File: src/rtl/max_pooling_controller.sv
`default_nettype none
// ============================================================================
// Module   : max_pooling_controller
// Brief    : Walks a stored feature map window by window in raster order,
//            gathers each POOL_SIZE x POOL_SIZE window from the input RAM,
//            hands it to the max_pooling unit and writes the pooled value
//            to the output RAM.
// Revision : 1.0 - initial release
// ============================================================================
module max_pooling_controller #(
    parameter int DATA_SIZE  = 8,
    parameter int POOL_SIZE  = 2,
    parameter int IMG_W      = 8,
    parameter int IMG_H      = 8,
    parameter int IN_ADDR_W  = 6,
    parameter int OUT_ADDR_W = 4
) (
    input  logic                              clk,
    input  logic                              rst_n,
    input  logic                              start,
    output logic                              busy,
    output logic                              done,
    output logic                              rd_en,
    output logic [IN_ADDR_W-1:0]              rd_addr,
    input  logic [DATA_SIZE-1:0]              rd_data,
    output logic                              pool_enable,
    output logic [DATA_SIZE*POOL_SIZE**2-1:0] pool_data,
    input  logic [DATA_SIZE-1:0]              pool_result,
    output logic                              wr_en,
    output logic [OUT_ADDR_W-1:0]             wr_addr,
    output logic [DATA_SIZE-1:0]              wr_data
);

    localparam int OUT_W = IMG_W / POOL_SIZE;
    localparam int OUT_H = IMG_H / POOL_SIZE;
    localparam int K_N   = POOL_SIZE * POOL_SIZE;
    localparam int K_W   = (K_N   > 1) ? $clog2(K_N)   : 1;
    localparam int C_W   = (OUT_W > 1) ? $clog2(OUT_W) : 1;
    localparam int R_W   = (OUT_H > 1) ? $clog2(OUT_H) : 1;

    localparam logic [2:0] S_IDLE    = 3'd0;
    localparam logic [2:0] S_READ    = 3'd1;
    localparam logic [2:0] S_CAPTURE = 3'd2;
    localparam logic [2:0] S_POOL    = 3'd3;
    localparam logic [2:0] S_WRITE   = 3'd4;
    localparam logic [2:0] S_DONE    = 3'd5;

    // Reject geometries that cannot tile evenly or do not fit the address ports.
    if ((IMG_W % POOL_SIZE) != 0 || (IMG_H % POOL_SIZE) != 0) begin : g_bad_tiling
        $error("IMG_W and IMG_H must be multiples of POOL_SIZE");
    end
    if ((1 << IN_ADDR_W) < IMG_W * IMG_H) begin : g_bad_in_addr
        $error("IN_ADDR_W too small for IMG_W*IMG_H");
    end
    if ((1 << OUT_ADDR_W) < OUT_W * OUT_H) begin : g_bad_out_addr
        $error("OUT_ADDR_W too small for the pooled map");
    end

    logic [2:0]           r_state;
    logic [2:0]           w_state_nxt;
    logic [K_W-1:0]       r_k;
    logic [C_W-1:0]       r_ocol;
    logic [R_W-1:0]       r_orow;
    logic [DATA_SIZE-1:0] r_win [K_N];
    logic                 w_last_k;
    logic                 w_last_col;
    logic                 w_last_row;
    logic [IN_ADDR_W-1:0] w_rd_addr;
    logic [OUT_ADDR_W-1:0] w_wr_addr;

    assign w_last_k   = (r_k    == K_W'(K_N - 1));
    assign w_last_col = (r_ocol == C_W'(OUT_W - 1));
    assign w_last_row = (r_orow == R_W'(OUT_H - 1));

    // Slot k sits at row k/P, column k%P inside the current window.
    assign w_rd_addr = IN_ADDR_W'((int'(r_orow) * POOL_SIZE + int'(r_k) / POOL_SIZE) * IMG_W
                                  + int'(r_ocol) * POOL_SIZE + int'(r_k) % POOL_SIZE);
    assign w_wr_addr = OUT_ADDR_W'(int'(r_orow) * OUT_W + int'(r_ocol));

    // Window register flattened onto the datapath bus, slot k in the k-th lane.
    for (genvar i = 0; i < K_N; i++) begin : g_pack
        assign pool_data[i*DATA_SIZE +: DATA_SIZE] = r_win[i];
    end

    // State register; asynchronous reset returns to IDLE immediately.
    always_ff @(posedge clk or negedge rst_n) begin
        if (!rst_n) begin
            r_state <= S_IDLE;
        end else begin
            r_state <= w_state_nxt;
        end
    end

    // Next-state sequencing through read, capture, pool and write phases.
    always_comb begin
        w_state_nxt = r_state;
        case (r_state)
            S_IDLE:    if (start) w_state_nxt = S_READ;
            S_READ:    if (w_last_k) w_state_nxt = S_CAPTURE;
            S_CAPTURE: w_state_nxt = S_POOL;
            S_POOL:    w_state_nxt = S_WRITE;
            S_WRITE:   w_state_nxt = (w_last_col && w_last_row) ? S_DONE : S_READ;
            S_DONE:    w_state_nxt = S_IDLE;
            default:   w_state_nxt = S_IDLE;
        endcase
    end

    // Output decode; everything outside its owning state is held at zero.
    always_comb begin
        busy        = 1'b0;
        done        = 1'b0;
        rd_en       = 1'b0;
        rd_addr     = '0;
        pool_enable = 1'b0;
        wr_en       = 1'b0;
        wr_addr     = '0;
        wr_data     = '0;
        case (r_state)
            S_READ: begin
                busy    = 1'b1;
                rd_en   = 1'b1;
                rd_addr = w_rd_addr;
            end
            S_CAPTURE: busy = 1'b1;
            S_POOL: begin
                busy        = 1'b1;
                pool_enable = 1'b1;
            end
            S_WRITE: begin
                busy    = 1'b1;
                wr_en   = 1'b1;
                wr_addr = w_wr_addr;
                wr_data = pool_result;
            end
            S_DONE:  done = 1'b1;
            default: ;
        endcase
    end

    // Counters and window capture; RAM data lags the strobe by one cycle,
    // so each READ cycle stores the previous slot and CAPTURE stores the last.
    always_ff @(posedge clk or negedge rst_n) begin
        if (!rst_n) begin
            r_k    <= '0;
            r_ocol <= '0;
            r_orow <= '0;
            for (int i = 0; i < K_N; i++) r_win[i] <= '0;
        end else begin
            case (r_state)
                S_IDLE: begin
                    r_k    <= '0;
                    r_ocol <= '0;
                    r_orow <= '0;
                    for (int i = 0; i < K_N; i++) r_win[i] <= '0;
                end
                S_READ: begin
                    if (r_k != '0) r_win[r_k - K_W'(1)] <= rd_data;
                    r_k <= w_last_k ? '0 : r_k + K_W'(1);
                end
                S_CAPTURE: r_win[K_W'(K_N - 1)] <= rd_data;
                S_WRITE: begin
                    if (w_last_col) begin
                        r_ocol <= '0;
                        r_orow <= w_last_row ? '0 : r_orow + R_W'(1);
                    end else begin
                        r_ocol <= r_ocol + C_W'(1);
                    end
                end
                default: ;
            endcase
        end
    end

endmodule
`default_nettype wire

File: config.mk
export PLATFORM = sky130hd
export DESIGN_NAME = max_pooling_controller
export DESIGN_NICKNAME = d
export VERILOG_FILES = /design/src/rtl/max_pooling_controller.sv
export SDC_FILE = /design/constraint.sdc
export NUM_CORES = 1
export LEC_CHECK = 0
export CORE_MARGIN = 8
export CORE_UTILIZATION = 35
export DETAILED_ROUTE_END_ITERATION = 16
export PLACE_DENSITY = 0.72
export SLEW_MARGIN = 20
export SYNTH_ARGS = -nofsm -noshare
export SYNTH_HDL_FRONTEND = slang
export SYNTH_SLANG_ARGS = --single-unit
File: constraint.sdc
create_clock -name clk -period 1.8 [get_ports clk]
set_clock_uncertainty 0.2 [all_clocks]
set_input_delay 0.36 -clock clk [delete_from_list [all_inputs] [get_ports clk]]
set_output_delay 0.36 -clock clk [all_outputs]
set_load 0.03 [all_outputs]
* Word-level counts from Yosys, hierarchy flattened
Cells that the tools add are included.
** Cells by class
- $add $sub $neg :: 8
- $lt $le $gt $ge :: 2
- Eq/ne operators :: 12
- Multiplexer cells :: 24
- Bitwise operators :: 1
- Reduce and logical (&&, ||, !) cells :: 10
** Operator list (number)
- $pmux W32 S2 :: 1
- $bwmux W32 :: 1
- $mux W32 :: 1
- $demux W8 S2 :: 1
- $mux W8 :: 2
- $pmux W3 S5 :: 1
- $pmux W2 S2 :: 3
- $mux W3 :: 3
- $mux W2 :: 4
- $ne A2 B2 Y1 const B :: 4
- $add A2 B1 Y2 const B :: 3
- $add A6 B1 Y6 :: 1
- $add A6 B3 Y6 :: 1
- $eq A2 B2 Y1 const B :: 3
- $eq A3 B2 Y1 const B :: 2
- $eq A3 B3 Y1 const B :: 2
- $mux W6 :: 1
- $reduce_and A2 Y1 :: 3
- $reduce_bool A2 Y1 :: 3
- $mux W1 :: 5
- $add A4 B2 Y4 :: 1
- $mux W4 :: 1
- $reduce_or A4 Y1 :: 1
- $add A3 B1 Y3 :: 1
- 7 further kinds :: 8
** Word-level totals
- Flip-flop bits (word level) :: 41
- Input bits :: 19
- Output and inout port bits :: 55
- Word-level logic and storage cells :: 65

* Logic depth before layout (Yosys ltp)
Gate-level depths: netlist of the first run.
- Depth in word-level cells :: 9
- Mapped depth :: 7
- Depth with buffers taken out :: 5

* Worst setup path before layout of the first run
OpenSTA, ideal clock, no wires.
- Path type :: reg-to-output
- Start point :: register r_state[2]
- End point :: output wr_addr[0]
- Arrival time :: 1.471 ns
- Data required time :: 1.240 ns
- Path slack :: -0.231 ns
- Stages on the path, launching flop included :: 6
- Path buffers :: 2
- Cells stage by stage :: dfrtp_1 > buf_6 > inv_1 > nor3_1 > buf_2 > and2_1
** Between the ends
- Word-level cells in the longest chain between the ends :: 2
** RTL lines
- from (decl) :: RTL line 59 : logic [2:0] r_state;
- from (signal assigned) :: RTL line 90 : r_state <= w_state_nxt;
- $eq A3 B3 Y1 :: RTL line 118 : case (r_state)
- $mux W4 :: RTL line 118
- to (decl) :: RTL line 30 : output logic [OUT_ADDR_W-1:0] wr_addr,
No other way between the ends.

* Final worst setup path of the first run
- Start point :: register r_state[2]
- End point :: output wr_addr[1]
Same word-level chain as after synthesis.

==> metrics.yaml, run 1 <==
status:
  status: "finished, violations left"
  violations: "setup timing"
yosys:
  synth-adder-area-share: 0.0431
  async_reset_ff_frac: 1.00
  synth_flop_cell: "dfrtp_1"
  synth_most_common_cell: "nand2_1"
  post-synth-top-area-cell: "dfrtp_1"
  synthesis.instances: 215
  yosys-mux-area-fraction: 0.00554
  synth-edff-count: 0
  syn_area_mm2: 0.00203
  synth_compound_area_frac: 0.127
  synth_top_area_frac: 0.504
  netlist_top_cells_count: "nand2_1 (47), dfrtp_1 (41), nand3_1 (18), o211ai_1 (16), and2_1 (13)"
  yosys_warnings: 0
  yosys.area_share.simple: 0.261
  yosysSeqAreaShare: 0.504
  synth_top_family_by_area: "simple AND/OR/NAND/NOR gates"
  synth_fp_nets: 241
  synth_area_leaders: "dfrtp_1 (50%), nand2_1 (8.7%), o211ai_1 (5.9%), nand3_1 (4.4%), ha_1 (4.3%)"
  postSynthAreaPerCell_um2: 9.46
  synth_xor_area_frac: 0.00431
  ys_ff_latch: 41
  synth_cell_types: 26
critical_path:
  crit_arrival_ns: 1.41
  start_kind: "flip-flop"
  cp_max_fo: 8
  reg2reg_from: "r_state[2]"
  reg2regPathDepth: 7
  cp-end-kind: "output port"
  worst_r2r_endpoint: "pool_data[26]"
  rrSetupSlack_ns: 0.08
  crit_type: "reg -> out"
  cp.required_ns: 1.24
hold_path:
  min_from: "pool_data[24]"
  min_to: "pool_data[24]"
  min_path_type: "reg -> reg"
  min_path_cells: 1
sta:
  relSlewSlack: 0.723
  fin_crit_sh: 1.09
  worst_pin_slew_ns: 0.416
  finalSetupTns_ns: -3.08
  rsz0062_at_grt: "true"
  maxSlewViolCount: 0
  finalSetupViolations: 21
  fin_hold_ws_ns: 0.295
  period_minus_slack_ns: 1.97
  fmax_ghz: 0.508
  hold_viol_final: 0
  setup_ws_ns: -0.167
cells_and_area:
  fillers: 491
  fin_area_mm2: 0.00325
  antenna-diode-count: 0
  areaGrowthSynthToFinish_pct: 60.0
  fin_nets: 335
  drive_gt1_frac: 0.303
flow_run:
  maxCapViolations: 0
clocking:
  cts_tree: "yes"
  insertion_delay_ns: 0.28
  numCtsBuffers: 5
  clock-sinks: 41
  clk_path_buf_depth: 2
  h-tree-depth: 2
  clkSlewWorstSetupHoldPaths_ns: 0.07
  cts-root-buf: "clkbuf_8"
routing:
  drtPass1Iterations: 4
  num_vias: 1941
  wl_um: 6040
  post_drt_wl_per_cell_um: 15.8
  drtIter0Drc: 118
  via_per_inst: 5.08
  drc_errors: 0
  ant_nets: 0
pwr:
  power_leakage_nw: 1.50
  power-per-cell-area_mw_per_mm2: 595
  vdd_ir_drop_max_v: 0.000349
placement:
  placed_area_mm2: 0.00287
  place_congestion: 0.775
  dpl.hpwl_um: 4220
  preCtsSetupSlack_ns: -0.00535
  port_buffers: 73
floorplanning:
  io-pin-count: 74
  design.core.area_mm2: 0.00557
  num_rows: 27
  dieArea_mm2: 0.00851
  die_h_um: 92.2
  die_width_um: 92.2
  start_util: 0.365
grt:
  antenna_found_initial: 0
  grt_pass1_wl_um: 9780
  grt_overflow_total: 0
  first_global_vias: 1925
  track_usage: 0.142
  grt_start_max_net_pins: 35
cells in the final DEF, fill, tap and decap left out, types with 7 or more instances in the layout:
master           instances
nand3_1                 18
nor2b_1                 10
ha_1                     7
buf_6                   29
o221ai_1                 8
nand2_1                 47
clkdlybuf4s50_1         17
and2_4                  13
o21ai_0                  7
buf_4                   23
dlygate4sd2_1           32
dfrtp_1                 39
and3_4                   7
o211ai_1                16
power breakdown:
part / internal (mW) / total, mW / switching, mW
clock network: 0.452 / 0.766 / 0.313
registers: 0.948 / 0.968 / 0.0205
logic: 0.0859 / 0.203 / 0.117
metal layers:
layer | part of all wire | up-vias | wire (um) | GRT usage
li1 | - | 932 | - | -
met1 | 0.43 | 949 | 2580 | 0.176
met2 | 0.51 | 52 | 3090 | 0.237
met3 | 0.051 | 8 | 309 | 0.0350
met4 | 0.010 | 0 | 61 | 0.0403
met5 | 0 | - | 0 | 0
worst max-delay path, stage by stage (launching register included):
cell and delay, ns:
dfrtp_1 0.39, inv_2 0.07, nor3_4 0.23, buf_6 0.16
and2_4 0.14, buf_6 0.12
what timing repair did:
| item | 4_1_cts | 5_1_grt |
|---|---|---|
| buffers inserted | 10 | 3 |
| hold endpoints to repair | 16 | 0 |
| hold buffers | 1 | 0 |
| cloned | 1 | 0 |
| endpoints found under the setup margin | 53 | 24 |
| pin swaps | 13 | 7 |
| gates resized for setup | 77 | 17 |
worst max path at each step:
stage	from	to	slack, ns	depth (start not counted)
after global routing	r_state[2]	wr_addr[1]	-0.22	5
after floorplan	r_state[2]	wr_addr[0]	-0.12	5
final	r_state[2]	wr_addr[1]	-0.17	5
after detailed placement	r_state[2]	wr_data[2]	-0.005	5
after CTS	r_state[1]	wr_addr[3]	-0.17	4
after global placement	r_state[2]	wr_addr[0]	0.07	5
logic make-up after synthesis:
family | count (synthesis)
simple gates | 109
compound gates | 35
fa+ha+maj | 7
mux | 1
xor+xnor | 1
buf+inv | 21
flops | 41
sequential cells by signal (all words and copies together) (netlist names):
signal	flops
r_ocol	2
r_k	2
pool_data	32
r_state	3
r_orow	2
layout make-up:
type	count	area (um2)	share of cell area
flip-flops and latches	41	1030	0.316
repair buffers	105	1000	0.309
multi-input cells	153	1000	0.308
well taps	72	90.1	0.0277
clock buffers	7	86.3	0.0265
clock inverters	1	30.0	0.00923
inverters	3	11.3	0.00346
through the flow:
step / power, mW / std cells / utilization
after global placement: 1.21 / 359 / 0.515
final: 1.94 / 382 / 0.584
after floorplan: 1.08 / 215 / -
after global routing: 2.01 / 382 / 0.584
after detailed placement: 1.21 / 359 / 0.515
after CTS: 1.95 / 379 / 0.572
(Power assumes the default switching activity.)
==> run 2, diff against run 1 <==
--- a/config.mk
+++ b/config.mk
@@ -9,6 +9,7 @@
 export CORE_UTILIZATION = 35
 export DETAILED_ROUTE_END_ITERATION = 16
 export PLACE_DENSITY = 0.72
+export SETUP_SLACK_MARGIN = 0.15
 export SLEW_MARGIN = 20
 export SYNTH_ARGS = -nofsm -noshare
 export SYNTH_HDL_FRONTEND = slang
==> run 2 against run 1 <==
The flow still finishes with violations (setup timing). Routed wire length increased by 5.3%. Clock power hardly changed. First-iteration DRC count down 21%. Global-route usage up 0.89 points. Register-to-register slack barely moved. Flip-flop and latch count unchanged. Cell area grew 3.7%. Worst setup slack got worse by 0.027 ns. Cell count grew 0.79%. Critical path type unchanged. Non-clock buffer count up 3.
==> metrics.yaml, run 2 (synthesized netlist as in run 1, its figures left out) <==
critical_path:
  path_delay_family: "flip-flops"
  cp_slowest_cell: "dfrtp_2"
  worst_r2r_endpoint: "pool_data[10]"
  cp.required_ns: 1.24
  crit_type: "reg -> out"
  cp.depth: 5
  cp_common_cell: "buf_6"
  cp_max_fo: 7
  cpPeakStageDelay_ns: 0.44
  crit_arrival_ns: 1.43
  rrSetupSlack_ns: 0.07
  path_buf_inv: 3
  path_cells: "nor3_4 -> buf_6 -> buf_12 -> and2_4 -> buf_6"
  cp-end-kind: "output port"
  reg2regPathDepth: 5
  reg2reg_from: "r_state[1]"
  start_kind: "flip-flop"
cells_and_area:
  fin_nets: 338
  fillers: 448
  final_common_cell: "nand2_1"
  utilization: 0.605
  areaGrowthSynthToFinish_pct: 65.8
  largest_reg_flops: 32
  multi_input_area_mm2: 0.00111
  layout_common_cells: "nand2_1 (46), dfrtp_1 (39), buf_6 (32), buf_4 (21), nand3_1 (18)"
  drive_gt1_frac: 0.409
  antenna-diode-count: 0
  fin_cells: 385
  seqCellArea_mm2: 0.00103
pwr:
  power_mw: 1.94
  swShare: 0.234
  seq_power_share: 0.501
  power_leakage_nw: 1.55
  power-per-cell-area_mw_per_mm2: 574
  intPower_mw: 1.48
  combPwrFrac: 0.104
  p_sw_mw: 0.453
  pwr-share-clk: 0.395
  vdd_ir_drop_max_v: 0.000483
status:
  violations: "setup timing"
  status: "finished, violations left"
sta:
  fmax_ghz: 0.502
  finalSetupViolations: 23
  relSlewSlack: 0.651
  fin_crit_sh: 1.11
  hold_viol_final: 0
  setup_ws_ns: -0.194
  fin_hold_ws_ns: 0.297
  period_minus_slack_ns: 1.99
  rsz0062_at_grt: "true"
  worst_pin_slew_ns: 0.523
  maxSlewViolCount: 0
floorplanning:
  num_rows: 27
  die_width_um: 92.2
  io-pin-count: 74
  die_h_um: 92.2
  design.core.area_mm2: 0.00557
  dieArea_mm2: 0.00851
  start_util: 0.365
clocking:
  cts-root-buf: "clkbuf_8"
  numCtsBuffers: 5
  clkSlewWorstSetupHoldPaths_ns: 0.07
  clk_path_buf_depth: 2
  cts_tree: "yes"
  clock-sinks: 41
  insertion_delay_ns: 0.29
  h-tree-depth: 2
grt:
  grt_start_max_net_pins: 42
  antenna_found_initial: 0
  track_usage: 0.151
  first_global_vias: 2039
  grt_pass1_wl_um: 10300
  grt_overflow_total: 0
placement:
  preCtsSetupSlack_ns: 0.0827
  place_inst: 363
  port_buffers: 73
  dpl.hpwl_um: 4190
  place_congestion: 0.855
hold_path:
  min_to: "pool_data[28]"
  min_path_type: "reg -> reg"
  min_path_cells: 1
  min_from: "pool_data[28]"
routing:
  drtPass1Iterations: 4
  wl_um: 6360
  drtIter0Drc: 93
  num_vias: 1949
  ant_nets: 0
  post_drt_wl_per_cell_um: 16.5
  via_per_inst: 5.06
  drc_errors: 0
flow_run:
  maxCapViolations: 0
==> run 2: cell types whose count changed in the layout (fill, tap and decap cells not counted), sizes merged <==
cell | before | now
buf | 55 | 58
clkbuf | 7 | 23
clkdlybuf4s15 | 0 | 9
dlygate4sd2 | 32 | 7
==> run 2: repair_timing <==
item	4_1_cts	5_1_grt
setup endpoints to repair	80	73
setup buffers	9	3
endpoints found under the hold margin	41	0
cloned	1	0
resized for setup	94	49
hold buffers	1	0
pin swaps	6	5
==> run 2: stage by stage <==
stage	area (um2)	TNS, ns
2_1_floorplan	2180	0
3_3_place_gp	2960	0
3_5_place_dp	2960	0
4_1_cts	3330	-3.69
5_1_grt	3370	-5.40
6_report	3370	-3.88
==> run 2: metal layers <==
metal  part of all wire  global-route usage
met5                  0                   0
met2               0.50               0.241
met1               0.43               0.189
met4              0.015              0.0564
met3              0.050              0.0407
==> run 2: worst max path at each step <==
stage	to	from	slack, ns
4_1_cts	wr_addr[0]	r_state[2]	-0.20
5_1_grt	wr_addr[0]	r_state[1]	-0.26
6_report	wr_data[6]	r_state[1]	-0.19
3_3_place_gp	busy	r_state[1]	0.1
3_5_place_dp	busy	r_state[1]	0.08
2_1_floorplan	pool_data[0]	r_k[0]	0.09
==> run 2: power groups by stage <==
stage / registers, mW / logic (mW) / clock network (mW)
after floorplan: 1.04 / 0.0368 / 0
after global placement: 0.988 / 0.219 / 0
after detailed placement: 0.988 / 0.221 / 0
after CTS: 0.969 / 0.209 / 0.779
after global routing: 0.974 / 0.217 / 0.824
final: 0.970 / 0.201 / 0.764
==> run 2: worst reg2reg max path, cell delays in order (launching register included) <==
cell,delay [ns]
dfrtp_2,0.44
buf_4,0.16
buf_4,0.14
or2_4,0.26
or2_4,0.29
o211ai_1,0.18
==> run 2: area by class of cell <==
cell class                 count  share of cell area
multi-input combinational    153               0.329
tap                           72              0.0267
clock inverter                 1             0.00890
timing repair buffer         108               0.302
inverter                       3             0.00334
sequential                    41               0.305
clock buffer                   7              0.0256
==> edit 1: new RTL, flow settings as in run 1 <==
`IMG_W`: 8 -> 4.
--- a/src/rtl/max_pooling_controller.sv
+++ b/src/rtl/max_pooling_controller.sv
@@ -10,7 +10,7 @@
 module max_pooling_controller #(
     parameter int DATA_SIZE  = 8,
     parameter int POOL_SIZE  = 2,
-    parameter int IMG_W      = 8,
+    parameter int IMG_W      = 4,
     parameter int IMG_H      = 8,
     parameter int IN_ADDR_W  = 6,
     parameter int OUT_ADDR_W = 4
Behaviour: not the same (Yosys sat finds a counterexample within 4 cycles, from zero or initial values and one cycle with rst_n low).
==> edit 1 against run 1 <==
  * The run still ends with negative setup slack left
  * Total power down 4.5%
  * Area after synthesis fell by 7.5%
  * Via count shrank 17%
  * Wire length shrank 14%
  * Cell area down 7.5%
  * Combinational power shrank 6%
  * Setup slack lost 0.033 ns
  * Sequential cell count shrank 1
  * Critical endpoint is now wr_data[3]
==> edit 1: results (changes against run 1) <==
- H-tree Lvls: 2 (unchanged)
- Detailed Place HPWL: 3990 µm (was 4220 µm)
- Leak Pwr: 0.00146 µW (was 0.00150 µW)
- Synth Flop Type: dfrtp_1 (unchanged)
- Maximum root-to-sink buffer count: 2 (unchanged)
- Status: finished with violations (unchanged)
- GRT Util Overall: 13.3% (was 14.2%)
- Worst Path Arrival: 1.44 ns (was 1.41 ns)
- First-pass GRT wire length: 8050 µm (was 9780 µm)
- Initial antenna violation count: 0 (unchanged)
- Largest net degree at the start of global routing: 26 (was 35)
- GPL Wtd Cong: 0.760 (was 0.775)
- Max Transition Viols Final: 0 (unchanged)
- Number of detailed-route iterations in the first pass: 4 (unchanged)
- Vias per std cell: 4.82 (was 5.08)
- Critical-path top delay cell: dfrtp_2 (was dfrtp_1)
- Peak supply drop: 0.295 mV (was 0.349 mV)
- Ratio of cells with drive above 1 in the final layout: 33.5% (was 30.3%)
- Final worst setup slack: -0.200 ns (was -0.167 ns)
- Synth top cells by count: dfrtp_1, a22o_1, and2_1, nor2b_1, nand3_1 (was nand2_1, dfrtp_1, nand3_1, o211ai_1, and2_1)
- Register area share after synthesis: 53.2% (was 50.4%)
- I/O Buffers: 71 (was 73)
- Final setup fails: 21 (unchanged)
- CP max FO: 10 (was 8)
- Async set or reset register ratio after synthesis: 100% (unchanged)
- CTS Buf Count: 5 (unchanged)
- Vias in the first global route: 1553 (was 1925)
- Clk Latency, worst-skew pair: 0.29 ns
- Ys Warns: 0 (unchanged)
- DRT iter0 DRCs: 73 (was 118)
- Failing checks: negative setup slack (unchanged)
- Net count, final: 290 (was 335)
- Antenna fix cells: 0 (unchanged)
- Worst path max stage delay: 0.45 ns (was 0.39 ns)
- Root Buffer: clkbuf_8 (unchanged)
- Routed wire per std cell: 15.5 µm (was 15.8 µm)
- Synth unique cells: 35 (was 26)
- Top post-synthesis cells by area: dfrtp_1, a22o_1, and2_1 (was dfrtp_1, nand2_1, o211ai_1)
[edit 1: critical path, delay by kind of cell, from the launching register on]
kind | cells | cell delay, ns
simple gates | 2 | 0.41
flops | 1 | 0.45
buf+inv | 2 | 0.28
[edit 1: logic make-up (layout without fill, tap and decap cells)]
logic type	count (synthesis)	count (layout)	synth area share, %
compound gates	33	33	13.7
simple gates	70	70	23.5
buf+inv	16	114	4.92
other cells	1	2	0.199
flops	40	40	53.2
fa+ha+maj	6	6	3.99
xor+xnor	1	1	0.466
[edit 1: metal layers]
layer,track usage [%],part of all wire (%),vias to the layer above
met5,0,0,-
met4,3.17,0.92,0
met3,4.50,7.4,5
met2,21.7,48,50
met1,16.4,44,793
li1,-,-,772
[edit 1: layout make-up]
class                   instances  area [µm²]
flip-flops and latches         40        1000
clock inverters                 2        35.0
well taps                      70        87.6
repair buffers                101         940
fillers                       445        2130
inverters                       5        25.0
multi-input cells             112         846
clock buffers                   6        72.6
[edit 1: what timing repair did]
action	CTS	global route
resized for setup	68	5
setup endpoints to repair	53	27
cloned	0	0
pin swaps	2	2
endpoints found under the hold margin	15	0
setup buffers	6	2
hold buffers	1	0
[edit 1: where the power goes]
part | total, µW | internal (µW) | switching, µW
clock | 716 | 411 | 305
combinational | 191 | 85.0 | 106
sequential | 942 | 925 | 16.8
total | 1850 | 1420 | 428
[edit 1: final timing paths]
kind	end	slack, ns	cells past startpoint	start
worst max register to register	r_k[0]$_DFFE_PN0P_	0.12	5	r_state[2]$_DFFE_PN0P_
worst min-delay path	pool_data[8]$_DFFE_PN0P_	0.30	1	pool_data[8]$_DFFE_PN0P_
max in group asynchronous	r_state[0]$_DFFE_PN0P_	0.63	3	rst_n
min in group asynchronous	pool_data[27]$_DFFE_PN0P_	0.31	2	rst_n
worst max-delay path	wr_data[3]	-0.20	4	r_state[1]$_DFFE_PN0P_
worst min register to register	pool_data[8]$_DFFE_PN0P_	0.30	1	pool_data[8]$_DFFE_PN0P_
[edit 1: stage by stage]
stage | setup slack (ns) | area (µm²) | instances | TNS, ns
after global routing | -0.266 | 3010 | 336 | -4.62
after global placement | 0.0810 | 2740 | 319 | 0
after detailed placement | 0.0536 | 2740 | 319 | 0
final | -0.200 | 3010 | 336 | -3.21
after CTS | -0.200 | 2980 | 334 | -3.20
after floorplan | -0.0305 | 1910 | 168 | -0.122
==> edit 2: new RTL, settings of run 1 <==
Without the edit above. Register the output `pool_enable`, with the module's reset; this adds one clock of latency there. The other outputs are not delayed to match.
--- a/src/rtl/max_pooling_controller.sv
+++ b/src/rtl/max_pooling_controller.sv
@@ -44,6 +44,8 @@
     localparam logic [2:0] S_POOL    = 3'd3;
     localparam logic [2:0] S_WRITE   = 3'd4;
     localparam logic [2:0] S_DONE    = 3'd5;
+
+    logic pool_enable_d;
 
     // Reject geometries that cannot tile evenly or do not fit the address ports.
     if ((IMG_W % POOL_SIZE) != 0 || (IMG_H % POOL_SIZE) != 0) begin : g_bad_tiling
@@ -111,7 +113,7 @@
         done        = 1'b0;
         rd_en       = 1'b0;
         rd_addr     = '0;
-        pool_enable = 1'b0;
+        pool_enable_d = 1'b0;
         wr_en       = 1'b0;
         wr_addr     = '0;
         wr_data     = '0;
@@ -124,7 +126,7 @@
             S_CAPTURE: busy = 1'b1;
             S_POOL: begin
                 busy        = 1'b1;
-                pool_enable = 1'b1;
+                pool_enable_d = 1'b1;
             end
             S_WRITE: begin
                 busy    = 1'b1;
@@ -171,6 +173,14 @@
         end
     end
 
+    always_ff @(posedge clk or negedge rst_n) begin
+        if (!rst_n) begin
+            pool_enable <= '0;
+        end else begin
+            pool_enable <= pool_enable_d;
+        end
+    end
+
 endmodule
 `default_nettype wire
 
Behaviour: not the same (Yosys sat finds a counterexample within 10 cycles, from zero or initial values and one cycle with rst_n low).
==> edit 2 against run 1 <==
  * The run still ends with negative setup slack left
  * Area after synthesis grew 1.2%
  * Wire length grew 1.9%
  * Register-to-register slack is essentially flat
  * Sequential cell count grew 1
  * Sequential share of layout area grew 0.96 points
  * Total power grew 0.40%
  * Setup slack lost 0.031 ns
  * Via count shrank 1.2%
  * First-iteration DRC count shrank 7.6%
  * Cell count shrank 0.26%
  * Cell area shrank 0.58%
  * Critical endpoint is now wr_data[0]
==> edit 2: results (changes against run 1) <==
- Status: finished with violations (unchanged)
- Failing checks: negative setup slack (unchanged)
- GRT met2 Usage: 22.8% (was 23.7%)
- Metal3 WL: 329 µm (was 309 µm)
- FF-to-FF Start: r_state[1]$_DFFE_PN0P_ (was r_state[2]$_DFFE_PN0P_)
- GPL Wtd Cong: 0.838 (was 0.775)
- FF+latch area: 1050 µm² (was 1030 µm²)
- Worst Path Arrival: 1.44 ns (was 1.41 ns)
- Xor/xnor cell area share of the yosys netlist: 0.425% (was 0.431%)
- CTS Sinks: 42 (was 41)
- Final non-clock buffer share: 29.5% (was 30.9%)
- Peak supply drop: 0.415 mV (was 0.349 mV)
- Final worst setup slack: -0.197 ns (was -0.167 ns)
- Final setup fails: 22 (was 21)
- Post-CTS setup buffers: 4 (was 10)
- Synth top cells by count: nand2_1, dfrtp_1, nand3_1, o211ai_1, and2_1 (unchanged)
- Worst slew pin tran: 0.372 ns (was 0.416 ns)
- Plain + repair buffers: 101 (was 105)
- Multi-input gate area: 1010 µm² (was 1000 µm²)
- WHS Endpoint: pool_data[29]$_DFFE_PN0P_ (was pool_data[24]$_DFFE_PN0P_)
- Pre-CTS setup slack: 0.0262 ns (was -0.00535 ns)
- Worst path max stage delay: 0.47 ns (was 0.39 ns)
- DRT iter0 DRCs: 109 (was 118)
- Grt met1 use: 17.3% (was 17.6%)
- Routed wire per std cell: 16.1 µm (was 15.8 µm)
- Compound-gate portion of the synthesized area: 12.5% (was 12.7%)
- Cell Int Power: 1500 µW (was 1490 µW)
- Clk cell area share: 3.48% (was 3.58%)
- M1 WL: 2620 µm (was 2580 µm)
- Synth Area in Adders: 4.25% (was 4.31%)
[edit 2: cell count changes after synthesis]
cell	run 1	this run
dfrtp_1	41	42
[edit 2: power groups by stage]
stage | clock network (µW) | registers, µW | logic [µW]
after floorplan | 0 | 1060 | 36.9
after global placement | 0 | 1010 | 224
after detailed placement | 0 | 1010 | 225
after CTS | 775 | 992 | 208
after global routing | 808 | 996 | 221
final | 749 | 992 | 204
[edit 2: metrics by stage]
stage | total power, µW | instance area (µm²) | hold WS (ns) | cells | TNS, ns
2_1_floorplan | 1100 | 2090 | -0.136 | 216 | -0.982
3_3_place_gp | 1230 | 2900 | 0.155 | 365 | 0
3_5_place_dp | 1240 | 2900 | 0.152 | 365 | 0
4_1_cts | 1970 | 3140 | 0.303 | 378 | -3.42
5_1_grt | 2030 | 3240 | 0.314 | 381 | -4.83
6_report | 1940 | 3240 | 0.292 | 381 | -3.56
